<file path="src/rtl/ps2_host_tx.sv">
// PS/2 host-to-device transmitter.
// Sends one command byte to the keyboard over the open-drain ps2_clk/ps2_data pair.
// The top level ties each line to 1'bz whenever its output enable is low.
module ps2_host_tx #(
  parameter int CLK_FREQ_HZ    = 100_000_000,
  parameter int INHIBIT_CYCLES = 12_000,
  parameter int TIMEOUT_CYCLES = 2_000_000,
  parameter int FILTER_CYCLES  = 8
) (
  input  logic       clk,
  input  logic       reset,
  input  logic [7:0] tx_data,
  input  logic       tx_valid,
  output logic       tx_ready,
  output logic       busy,
  output logic       done,
  output logic       error,
  output logic [1:0] err_code,
  input  logic       ps2_clk_in,
  input  logic       ps2_data_in,
  output logic       ps2_clk_oe,
  output logic       ps2_data_oe
);

  // The cycle counts are worked out for a 100 MHz clock; anything slower than 1 MHz is unsupported.
  if (CLK_FREQ_HZ < 1_000_000) begin : g_clk_freq_too_low
    $error("ps2_host_tx: CLK_FREQ_HZ too low");
  end

  localparam int CNT_W = 21;
  localparam int FW    = (FILTER_CYCLES > 1) ? $clog2(FILTER_CYCLES) : 1;

  localparam logic [CNT_W-1:0] INHIBIT_LAST = CNT_W'(INHIBIT_CYCLES - 1);
  localparam logic [CNT_W-1:0] START_AT     = CNT_W'(INHIBIT_CYCLES - 2);
  localparam logic [CNT_W-1:0] TIMEOUT_LAST = CNT_W'(TIMEOUT_CYCLES - 1);
  localparam logic [CNT_W-1:0] CNT_MAX      = '1;
  localparam logic [FW-1:0]    FILTER_LAST  = FW'(FILTER_CYCLES - 1);

  typedef enum logic [1:0] {IDLE, INHIBIT, SEND, ACK} state_t;

  state_t           state;
  logic [1:0]       raw;
  logic [1:0]       sync_a;
  logic [1:0]       sync_b;
  logic [1:0]       filt;
  logic [FW-1:0]    fcnt [2];
  logic             clk_filt_d;
  logic             clk_fall;
  logic [7:0]       data_q;
  logic             par_q;
  logic [3:0]       bitcnt;
  logic [CNT_W-1:0] cnt;
  logic             ack_bit;

  // Index 0 is the clock line, index 1 the data line.
  assign raw      = {ps2_data_in, ps2_clk_in};
  assign clk_fall = clk_filt_d & ~filt[0];

  // Synchronise both lines, then only accept a new level after FILTER_CYCLES matching samples.
  always_ff @(posedge clk or posedge reset) begin
    if (reset) begin
      sync_a     <= 2'b11;
      sync_b     <= 2'b11;
      filt       <= 2'b11;
      clk_filt_d <= 1'b1;
      for (int i = 0; i < 2; i++) fcnt[i] <= '0;
    end else begin
      sync_a     <= raw;
      sync_b     <= sync_a;
      clk_filt_d <= filt[0];
      for (int i = 0; i < 2; i++) begin
        if (sync_b[i] == filt[i]) begin
          fcnt[i] <= '0;
        end else if (fcnt[i] == FILTER_LAST) begin
          filt[i] <= sync_b[i];
          fcnt[i] <= '0;
        end else begin
          fcnt[i] <= fcnt[i] + 1'b1;
        end
      end
    end
  end

  // Transfer sequencer: inhibit, start bit, clock out data/parity/stop on device edges, check the ACK.
  always_ff @(posedge clk or posedge reset) begin
    if (reset) begin
      state       <= IDLE;
      tx_ready    <= 1'b1;
      busy        <= 1'b0;
      done        <= 1'b0;
      error       <= 1'b0;
      err_code    <= 2'b00;
      ps2_clk_oe  <= 1'b0;
      ps2_data_oe <= 1'b0;
      data_q      <= 8'h00;
      par_q       <= 1'b0;
      bitcnt      <= 4'd0;
      cnt         <= '0;
      ack_bit     <= 1'b1;
    end else begin
      done  <= 1'b0;
      error <= 1'b0;
      case (state)
        IDLE: begin
          ps2_clk_oe  <= 1'b0;
          ps2_data_oe <= 1'b0;
          if (tx_valid && tx_ready) begin
            data_q     <= tx_data;
            par_q      <= ~^tx_data;
            bitcnt     <= 4'd0;
            cnt        <= '0;
            tx_ready   <= 1'b0;
            busy       <= 1'b1;
            ps2_clk_oe <= 1'b1;
            state      <= INHIBIT;
          end else begin
            tx_ready <= 1'b1;
          end
        end
        INHIBIT: begin
          if (cnt == INHIBIT_LAST) begin
            ps2_clk_oe <= 1'b0;
            cnt        <= '0;
            state      <= SEND;
          end else begin
            cnt <= cnt + 1'b1;
            if (cnt == START_AT) ps2_data_oe <= 1'b1;
          end
        end
        SEND: begin
          if (clk_fall) begin
            cnt    <= '0;
            bitcnt <= bitcnt + 4'd1;
            case (bitcnt)
              4'd0, 4'd1, 4'd2, 4'd3,
              4'd4, 4'd5, 4'd6, 4'd7: ps2_data_oe <= ~data_q[bitcnt[2:0]];
              4'd8:  ps2_data_oe <= ~par_q;
              4'd9:  ps2_data_oe <= 1'b0;
              4'd10: begin
                ps2_data_oe <= 1'b0;
                ack_bit     <= filt[1];
                state       <= ACK;
              end
              default: ps2_data_oe <= 1'b0;
            endcase
          end else if (cnt == TIMEOUT_LAST) begin
            ps2_clk_oe  <= 1'b0;
            ps2_data_oe <= 1'b0;
            busy        <= 1'b0;
            error       <= 1'b1;
            err_code    <= 2'b01;
            state       <= IDLE;
          end else if (cnt != CNT_MAX) begin
            cnt <= cnt + 1'b1;
          end
        end
        ACK: begin
          if (ack_bit) begin
            ps2_clk_oe  <= 1'b0;
            ps2_data_oe <= 1'b0;
            busy        <= 1'b0;
            error       <= 1'b1;
            err_code    <= 2'b10;
            state       <= IDLE;
          end else if (filt == 2'b11) begin
            busy  <= 1'b0;
            done  <= 1'b1;
            state <= IDLE;
          end else if (clk_fall) begin
            cnt <= '0;
          end else if (cnt == TIMEOUT_LAST) begin
            ps2_clk_oe  <= 1'b0;
            ps2_data_oe <= 1'b0;
            busy        <= 1'b0;
            error       <= 1'b1;
            err_code    <= 2'b01;
            state       <= IDLE;
          end else if (cnt != CNT_MAX) begin
            cnt <= cnt + 1'b1;
          end
        end
        default: state <= IDLE;
      endcase
    end
  end

endmodule

</file>
<file path="config.mk">
export PLATFORM = sky130hd
export DESIGN_NAME = ps2_host_tx
export DESIGN_NICKNAME = d
export VERILOG_FILES = /design/src/rtl/ps2_host_tx.sv
export SDC_FILE = /design/constraint.sdc
export NUM_CORES = 1
export LEC_CHECK = 0
export CORE_UTILIZATION = 35
export CTS_BUF_LIST = sky130_fd_sc_hd__clkbuf_8
export CTS_CLUSTER_DIAMETER = 150
export DETAILED_ROUTE_END_ITERATION = 10
export GPL_ROUTABILITY_DRIVEN = 0
export PLACE_DENSITY_LB_ADDON = 0.3
export SYNTH_ARGS = -nofsm -noshare
export SYNTH_HDL_FRONTEND = slang
export SYNTH_SLANG_ARGS = --single-unit
</file>
<file path="constraint.sdc">
create_clock -name clk -period 4 [get_ports clk]
set_clock_uncertainty 0.2 [all_clocks]
set_input_delay 0.8 -clock clk [delete_from_list [all_inputs] [get_ports clk]]
set_output_delay 0.8 -clock clk [all_outputs]
set_load 0.1 [all_outputs]
</file>
Word level (Yosys, flattened, before mapping):

Index checks and enable logic that the tools add are counted.

* register bits: 58
* output and inout bits: 8
* word-level logic and storage cells: 144

* reductions and logical operators: 19
* equality and inequality tests: 32
* $lt $le $gt $ge: 1
* bitwise operators: 6
* muxes and demuxes: 62
* add/sub/neg operators: 4

Operator list (count)
* 21-bit two-way mux: 7
* 21-bit one-hot mux with 4 select lines: 1
* 21-bit by 14-bit == test with 1-bit output, second input constant: 2
* 1-bit two-way mux: 27
* 2-bit two-way mux: 12
* 21-bit by 1-bit adder with 21-bit output, second input constant: 1
* 21-bit == test, second input constant: 1
* 21-bit != test, second input constant: 1
* 4-bit by 3-bit == test with 1-bit output, second input constant: 4
* 2-bit != test, second input constant: 7
* 3-bit two-way mux: 4
* 2-bit AND reduction: 6
* 3-bit AND reduction: 3
* 4-bit by 2-bit == test with 1-bit output, second input constant: 2
* 4-bit == test, second input constant: 2
* 4-bit two-way mux: 2
* 1-bit one-hot mux with 4 select lines: 2
* 2-bit one-hot mux with 4 select lines: 1
* 4-bit one-hot mux with 2 select lines: 1
* 4-bit AND reduction: 2
* 8-bit OR reduction: 1
* 8-bit XNOR reduction: 1
* 3-bit by 1-bit adder with 3-bit output, second input constant: 2
* 2-bit == test, second input constant: 3
* 20 further kinds: 29

Longest topological paths before layout:

Gate-level depths: netlist of run 1.

* word-level depth: 7
* gate-level depth with buffers: 8

Least setup slack after synthesis of run 1:

OpenSTA, ideal clock, no wires.

* path type: flip-flop to flip-flop
* start: reg tx_ready
* end: reg cnt[10]
* path slack: 1437 ps
* buffers on the path: 1
* cell stages (with the launch flop): 7
* data required time: 3723 ps
* library setup time: 77 ps
* data arrival time: 2285 ps
* cells stage by stage: dfstp_2 > a211o_1 > o21ai_0 > a31o_4 > buf_8 > or4_1 > a21oi_1

* longest elaborated chain between the ends: 3

Ends and longest elaborated chain
* from (decl): RTL line 14 `output logic tx_ready,`
* from (signal assigned): RTL line 88 `tx_ready <= 1'b1;`
* from (signal assigned): RTL line 112 `tx_ready <= 1'b0;`
* from (signal assigned): RTL line 117 `tx_ready <= 1'b1;`
* 1-bit logical AND: RTL line 107 `if (tx_valid && tx_ready) begin`
* 2-bit != test (no line)
* 3-bit AND reduction (no line)
* to (signal assigned): RTL line 126 `cnt <= cnt + 1'b1;`
* to (signal assigned): RTL line 154 `cnt <= cnt + 1'b1;`
* to (signal assigned): RTL line 179 `cnt <= cnt + 1'b1;`
* to (decl): RTL line 52 `logic [CNT_W-1:0] cnt;`

Every way passes these cells.
A chain may end at the register's enable or synchronous reset.

Final worst setup path of run 1:

* start: reg tx_ready
* end: out tx_ready

No word-level cell between the ends.

==> summary.txt, run 1 <==
Floorplan
  – Core area: 0.008848 mm²
  – Die height: 98.32 µm
  – Initial core utilization: 36.69%
  – Die Wd: 98.32 µm
  – # IOs: 21
  – Die Footprint: 0.009666 mm²
  – Row count: 34

Pwr
  – Leak: 1.515 nW
  – P per Cell Area: 390.5 mW/mm²
  – Peak supply drop: 0.2041 mV

Clocking
  – CTS clk-pin slew, worst paths: 0.07 ns
  – Post-CTS sizing: 0
  – CTS tree: yes
  – CTS Buf Count: 9
  – CTS max path bufs: 2
  – Clock Sinks: 58
  – Skew-Pair Late Insertion Delay: 0.35 ns
  – Hold-fix buffers, CTS: 0
  – Post-CTS setup buffers: 0
  – H-tree Lvls: 3
  – Clk root buf: clkbuf_8

Global route
  – First-pass GRT wire length: 12,180 µm
  – Initial antenna violation count: 0
  – Largest net degree at the start of global routing: 38
  – Vias in the first global route: 2,549
  – Total track usage: 15.74%
  – Overflow after GRT: 0

Setup path
  – Worst R2R Path Depth: 5
  – Delay of the slowest cell on the worst path: 1.13 ns
  – Worst path slowest cell: clkdlybuf4s50_1
  – CP required: 3.00 ns
  – WS Path Type: reg2out
  – Crit-path cells: clkdlybuf4s50_1
  – Worst Path Max Fanout: 4
  – Worst setup SP type: register
  – CP top delay family: buffers and inverters
  – Setup crit end kind: output pin
  – Critical Path Stages: 1
  – Worst reg2reg setup slack: 1.11 ns
  – Crit path buffers/inverters: 1
  – WP data arrival: 2.04 ns

Worst hold path
  – Hold path depth: 0
  – Hold Path Class: reg2reg

Detailed routing
  – Detail Route Antenna Nets: 0
  – Routed Wire Length: 6853 µm
  – Iter 0 DRT Violations: 134
  – WL/cell: 15.20 µm
  – Vias per Instance: 5.674
  – DR vias: 2,559
  – DRC: 0
  – Drt first pass iters: 6

Synthesis
  – Mapped Avg Cell Area: 10.24 µm²
  – Syn nets: 340
  – #FFs+latches synth: 58
  – Synth Cell Area: 0.003247 mm²
  – Yosys warns: 0
  – Mapped Cells: 317
  – Primary FF master, synth: dfrtp_1
  – Async SR Flop Fraction: 100.0%
  – Number of flops mapped to enable cells by yosys: 0
  – Seq/Total Area, Yosys: 45.05%
  – Netlist cell types: 55

Layout
  – # diodes: 0
  – P&R area growth vs syn: 16.26%
  – Share of layout cells above drive strength 1: 18.08%
  – Fin nets: 361

STA
  – RSZ-0062 raised after global routing: false
  – Final hold violations: 0
  – Final Cycle Share: 75.94%
  – Setup-failing EPs final: 0
  – Final min period: 3.038 ns
  – Final setup TNS: 0 ns
  – Worst relative slew slack: 34.29%
  – Worst slew pin tran: 0.9826 ns
  – F_max: 329.2 MHz
  – Fin. max-slew vios: 0
  – Worst hold slack: 0.1570 ns

Place
  – Port buffer count: 20
  – DP HPWL: 4747 µm

Status
  – Outcome: finished clean

Job
  – # Max-Cap Violations: 0
[state kept, by name, indices dropped and copies added (netlist names), 2 cells and up]
signal    flops
bitcnt        4
cnt          21
data_q        8
err_code      2
fcnt          6
filt          2
state         2
sync_a        2
sync_b        2
[cells by family after synthesis]
group           Yosys count  share of synthesized area, %
compound gates           74                         14.72
buf+inv                  26                         4.316
simple gates            122                         22.89
mux                      16                         6.204
xor+xnor                 11                         2.967
flops                    58                         45.05
fa+ha+maj                10                         3.854
[area by class of cell]
class / count / area (µm²)
clock inverters: 7 / 125.1
fillers: 875 / 5074
clock buffers: 9 / 123.9
well taps: 108 / 135.1
inverters: 11 / 41.29
flip-flops and latches: 58 / 1463
multi-input cells: 233 / 1649
repair buffers: 25 / 237.7
[cells in the final DEF, fill, tap and decap left out, types with 3 or more instances in the layout]
master,count
or3_1,4
clkdlybuf4s50_1,20
nand4_1,12
o31ai_1,19
dfstp_2,9
clkinv_4,3
mux2_2,13
nor2b_1,3
nor3_1,5
nor2_1,17
nor3_2,3
xnor2_1,7
nor4_1,5
or2_2,5
and4_1,3
nand2_1,19
dfrtp_1,49
ha_1,10
or4_1,17
clkbuf_8,9
inv_1,8
o21ai_0,9
bufinv_16,3
nand2b_1,3
xor2_1,4
nand3_1,10
a31oi_1,5
buf_4,5
a21oi_1,27
and2_1,4
[cells in the mapped netlist (3+ instances only)]
library cell  count  area, µm²
xnor2_1           7      61.31
nor3_1            6      30.03
buf_2             3      15.01
or4_1            17      127.6
clkbuf_1          8      30.03
nand2_1          19      71.32
xor2_1            4      35.03
dfstp_2           9      236.5
nand3_1          10      50.05
a21oi_1          27      135.1
a31oi_1           5      31.28
nand4_1          12      75.07
ha_1             10      125.1
mux2_2           13      146.4
dfrtp_1          49       1226
o21ai_0           9      45.04
nor4_1            5      31.28
nand2b_1          3      18.77
and4_1            3      26.28
nor2_1           17      63.81
or2_2             5      31.28
nor2b_1           3      18.77
inv_1             9      33.78
and2_1            4      25.02
o31ai_1          19      142.6
or3_1             4      25.02
[power breakdown]
group	leakage, nW	total, mW	switching [mW]	internal, mW
clock network	0.124	0.676	0.257	0.419
logic	0.663	0.133	0.0648	0.0677
registers	0.728	0.666	0.0303	0.635
total	1.51	1.47	0.352	1.12
[metal layers]
layer / up-vias / share of wire, % / track usage, %
met5: - / 0 / 0
met4: 0 / 1.4 / 5.396
met3: 8 / 2.7 / 4.366
met2: 34 / 46 / 24.59
met1: 1272 / 50 / 21.00
li1: 1245 / - / -
[per-stage QoR]
step                      utilization (%)  power [mW]  cell area (µm²)  cells  setup WS [ns]
final                               42.66       1.474             3775    451         0.9624
after global routing                42.66       1.539             3775    451         0.9058
after CTS                           42.66       1.492             3775    451         0.9372
after detailed placement            39.85      0.8105             3526    435         0.9707
after global placement              39.85      0.8085             3526    435         0.9911
after floorplan                         -      0.7681             3247    317          1.437
[worst paths after layout]
| path | startpoint | end |
|---|---|---|
| worst max-delay path | tx_ready | tx_ready |
| worst min-delay path | sync_a[0] | sync_b[0] |
| worst max register to register | cnt[12] | cnt[3] |
| worst min register to register | sync_a[0] | sync_b[0] |
| max in group asynchronous | reset | sync_b[0] |
| min in group asynchronous | reset | cnt[9] |
Note: power is estimated with default switching activity, not from simulation.
==> inputs of run 2 (changes only) <==
Clock period 4 ns to 3.1 ns, I/O delays scaled along.
==> summary.txt, run 2 (synthesis gave the netlist of run 1 again) <==
Status
  – Outcome: finished clean

Worst hold path
  – Hold Path Class: reg2reg

Floorplan
  – Die Wd: 98.32 µm
  – Core area: 0.008848 mm²
  – Die Footprint: 0.009666 mm²
  – Initial core utilization: 36.69%
  – Die height: 98.32 µm
  – # IOs: 21
  – Row count: 34

Detailed routing
  – Iter 0 DRT Violations: 159
  – DR vias: 2,581
  – Routed Wire Length: 6938 µm
  – Drt first pass iters: 6
  – Vias per Instance: 5.660
  – Detail Route Antenna Nets: 0
  – DRC: 0
  – WL/cell: 15.21 µm

Setup path
  – WS Path Type: reg2reg
  – Worst setup SP type: register
  – Setup crit end kind: register
  – WP data arrival: 2.71 ns
  – Delay of the slowest cell on the worst path: 0.47 ns
  – Worst path slowest cell: nor3_2
  – CP required: 3.11 ns
  – Crit-path cells: ha_1 -> nand3_1 -> or3_1 -> nor3_2 -> buf_4 -> or4_1 -> a21oi_1
  – Worst Path Max Fanout: 16

STA
  – F_max: 370.2 MHz
  – Final Cycle Share: 87.13%
  – Setup-failing EPs final: 0
  – Final hold violations: 0
  – Final min period: 2.701 ns
  – Final setup TNS: 0 ns
  – RSZ-0062 raised after global routing: false
  – Worst relative slew slack: 58.87%
  – Post-route setup slack: 0.3989 ns
  – Fin. max-slew vios: 0
  – Worst slew pin tran: 0.6104 ns
  – Worst hold slack: 0.1528 ns

Layout
  – Finished Core Util: 42.45%
  – Top reg by flops: cnt
  – Filler cells: 871
  – # diodes: 0
  – Largest registers in the final layout: cnt: 21 flops, data_q: 8 flops, fcnt: 6 flops
  – Non-Filler Instances: 456
  – Design Area, Final: 0.003756 mm²
  – Commonest cells after routing, fill and taps aside: dfrtp_1 (49), a21oi_1 (27), nand2_1 (19), o31ai_1 (19)
  – Max FFs per register: 21
  – Commonest non-fill, non-tap cell in the layout: dfrtp_1
  – Share of layout cells above drive strength 1: 21.55%
  – Fin nets: 366
  – P&R area growth vs syn: 15.68%

Place
  – Cell Count Post-Placement: 440
  – Place WS: 0.2230 ns
  – DP HPWL: 4979 µm
  – Port buffer count: 20
  – Placement Cell Area: 0.003556 mm²

Pwr
  – Pwr Total: 1.740 mW
  – Clock Power Share: 40.5%
  – Sequential Power Share: 49.3%
  – P per Cell Area: 463.3 mW/mm²
  – Combinational power share: 10.2%
  – Peak supply drop: 0.2502 mV
  – Leak: 1.532 nW
  – Sw power: 455.4 µW
  – Sw frac: 26.17%
  – Internal power: 1.285 mW

Clocking
  – CTS max path bufs: 2
  – CTS clk-pin slew, worst paths: 0.07 ns
  – CTS tree: yes
  – Hold-fix buffers, CTS: 0
  – CTS Buf Count: 9
  – Post-CTS setup buffers: 0
  – Post-CTS sizing: 0
  – Skew-Pair Late Insertion Delay: 0.35 ns
  – Clk root buf: clkbuf_8
  – Clock Sinks: 58
  – H-tree Lvls: 3

Global route
  – First-pass GRT wire length: 12,230 µm
  – Largest net degree at the start of global routing: 38
  – Initial antenna violation count: 0
  – Overflow after GRT: 0
  – Total track usage: 15.93%
  – Vias in the first global route: 2,521

Job
  – # Max-Cap Violations: 0
==> run 2: layout make-up <==
class | instances | area [µm²] | share of cell area, %
Inverter | 11 | 41.29 | 1.099
Tap cell | 108 | 135.1 | 3.598
Clock buffer | 9 | 123.9 | 3.298
Timing Repair Buffer | 30 | 267.8 | 7.129
Sequential cell | 58 | 1463 | 38.94
Clock inverter | 7 | 76.32 | 2.032
Multi-Input combinational cell | 233 | 1649 | 43.90
==> run 2: path summary, 6_finish.rpt <==
| path | start | to | slack, ns | depth (start not counted) |
|---|---|---|---|---|
| min in group asynchronous | reset | fcnt[0] | 0.45 | 2 |
| max | cnt[0] | cnt[4] | 0.40 | 7 |
| max in group asynchronous | reset | bitcnt[3] | 1.66 | 3 |
| max reg2reg | cnt[0] | cnt[4] | 0.40 | 7 |
| min | sync_a[1] | sync_b[1] | 0.15 | 0 |
| min reg2reg | sync_a[1] | sync_b[1] | 0.15 | 0 |
==> run 2: power groups by stage <==
| stage | sequential (mW) | combinational [mW] | clock [mW] |
|---|---|---|---|
| after floorplan | 0.861 | 0.130 | 0 |
| after global placement | 0.870 | 0.174 | 0 |
| after detailed placement | 0.873 | 0.180 | 0 |
| after CTS | 0.859 | 0.181 | 0.732 |
| after global routing | 0.867 | 0.198 | 0.766 |
| final | 0.858 | 0.178 | 0.704 |
==> run 2: routing by layer <==
layer,global-route usage [%],part of all wire (%)
met1,21.72,49
met2,24.59,46
met3,3.722,3.7
met4,6.085,1.5
met5,0,0
==> run 2: worst max-delay path, delay by kind of cell, from the launching register on <==
| kind | cells | cell delay [ns] |
|---|---|---|
| flops | 1 | 0.42 |
| fa+ha+maj | 1 | 0.27 |
| compound gates | 1 | 0.06 |
| buf+inv | 1 | 0.29 |
| simple gates | 4 | 1.33 |
==> inputs of run 3 (changes only) <==
Settings changed: PLACE_DENSITY_LB_ADDON 0.3 to not set.
==> summary.txt, run 3 (synthesis gave the netlist of run 1 again) <==
Job
  – # Max-Cap Violations: 0

Detailed routing
  – Detail Route Antenna Nets: 0
  – Vias per Instance: 5.586
  – Routed Wire Length: 7013 µm
  – DRC: 0
  – DR vias: 2,547
  – WL/cell: 15.38 µm
  – Iter 0 DRT Violations: 198
  – Drt first pass iters: 7

Setup path
  – Worst R2R Path Depth: 6
  – Reg2Reg Launch Point: cnt[12]
  – CP required: 3.11 ns
  – Worst Path Max Fanout: 14
  – WP data arrival: 2.67 ns
  – Worst setup SP type: register
  – WS Path Type: reg2reg
  – Crit path launch: cnt[12]
  – Setup crit end kind: register

Layout
  – Top reg by flops: cnt
  – Commonest cells after routing, fill and taps aside: dfrtp_1 (49), a21oi_1 (27), nand2_1 (19), o31ai_1 (19), buf_4 (18)
  – Commonest non-fill, non-tap cell in the layout: dfrtp_1
  – Share of layout cells above drive strength 1: 21.26%
  – # diodes: 0
  – Design Area, Final: 0.003739 mm²
  – Fin nets: 366
  – Largest registers in the final layout: cnt: 21 flops, data_q: 8 flops, fcnt: 6 flops
  – P&R area growth vs syn: 15.14%
  – Max FFs per register: 21
  – Filler cells: 866

Floorplan
  – Initial core utilization: 36.69%
  – Die height: 98.32 µm
  – Die Wd: 98.32 µm
  – Core area: 0.008848 mm²
  – # IOs: 21
  – Die Footprint: 0.009666 mm²
  – Row count: 34

Clocking
  – Clk root buf: clkbuf_8
  – Post-CTS setup buffers: 0
  – CTS max path bufs: 2
  – H-tree Lvls: 3
  – CTS Buf Count: 9
  – Skew-Pair Late Insertion Delay: 0.34 ns
  – Clock Sinks: 58
  – Hold-fix buffers, CTS: 0
  – CTS tree: yes
  – Post-CTS sizing: 0
  – CTS clk-pin slew, worst paths: 0.07 ns

STA
  – F_max: 376.0 MHz
  – Fin. max-slew vios: 0
  – Final min period: 2.659 ns
  – Setup-failing EPs final: 0
  – Worst slew pin tran: 0.7396 ns
  – Final Cycle Share: 85.79%
  – Worst relative slew slack: 50.69%
  – Final hold violations: 0
  – Final setup TNS: 0 ns
  – RSZ-0062 raised after global routing: false

Place
  – Placement Cell Area: 0.003543 mm²
  – Port buffer count: 20
  – DP HPWL: 4826 µm

Worst hold path
  – Hold Path Origin: sync_a[1]
  – Hold Path Class: reg2reg
  – Hold path depth: 0

Status
  – Outcome: finished clean

Pwr
  – Peak supply drop: 0.1924 mV
  – Leak: 1.527 nW
  – P per Cell Area: 458.9 mW/mm²

Global route
  – Vias in the first global route: 2,477
  – Largest net degree at the start of global routing: 59
  – Total track usage: 16.25%
  – Overflow after GRT: 0
  – Initial antenna violation count: 0
  – First-pass GRT wire length: 12,400 µm
[run 3: layout make-up]
| cell class | count | area (µm²) | share of cell area [%] |
|---|---|---|---|
| Multi-Input combinational cell | 233 | 1649 | 44.11 |
| Sequential cell | 58 | 1463 | 39.12 |
| Inverter | 11 | 41.29 | 1.104 |
| Clock inverter | 7 | 71.32 | 1.908 |
| Clock buffer | 9 | 123.9 | 3.313 |
| Tap cell | 108 | 135.1 | 3.614 |
| Timing Repair Buffer | 30 | 255.2 | 6.827 |
[run 3: path summary, 6_finish.rpt]
path                              to  slack (ns)
max                           cnt[8]        0.44
min                        sync_b[1]        0.16
max reg2reg                   cnt[8]        0.44
min reg2reg                sync_b[1]        0.16
max in group asynchronous     cnt[3]        1.59
min in group asynchronous    cnt[13]        0.62
[run 3: power breakdown]
group,internal (mW),switching [mW]
Clock,0.369,0.313
Sequential,0.820,0.0423
Combinational,0.0872,0.0836
[run 3: critical path: stages (launching register included)]
cell,delay (ns)
dfrtp_1,0.44
or4_4,0.59
or2_2,0.29
o31a_1,0.34
nor3_4,0.35
buf_4,0.27
a21oi_1,0.06
[run 3: per-stage QoR]
| step | cells | utilization, % | power [mW] | hold WS [ns] | worst slack, ns |
|---|---|---|---|---|---|
| after floorplan | 317 | - | 0.9911 | 0.1452 | 0.5375 |
| after global placement | 440 | 40.05 | 1.042 | 0.1455 | 0.2871 |
| after detailed placement | 440 | 40.05 | 1.046 | 0.1498 | 0.2352 |
| final | 456 | 42.25 | 1.716 | 0.1573 | 0.4405 |
| after global routing | 456 | 42.25 | 1.797 | 0.1602 | 0.2195 |
| after CTS | 456 | 42.25 | 1.742 | 0.1594 | 0.4163 |
[run 3: metal layers]
layer | vias to the layer above | global-route usage, % | wire length [µm]
met5 | - | 0 | 0
met4 | 0 | 5.741 | 88
met3 | 4 | 4.581 | 154
met2 | 35 | 24.00 | 3186
met1 | 1255 | 22.77 | 3584
li1 | 1253 | - | -
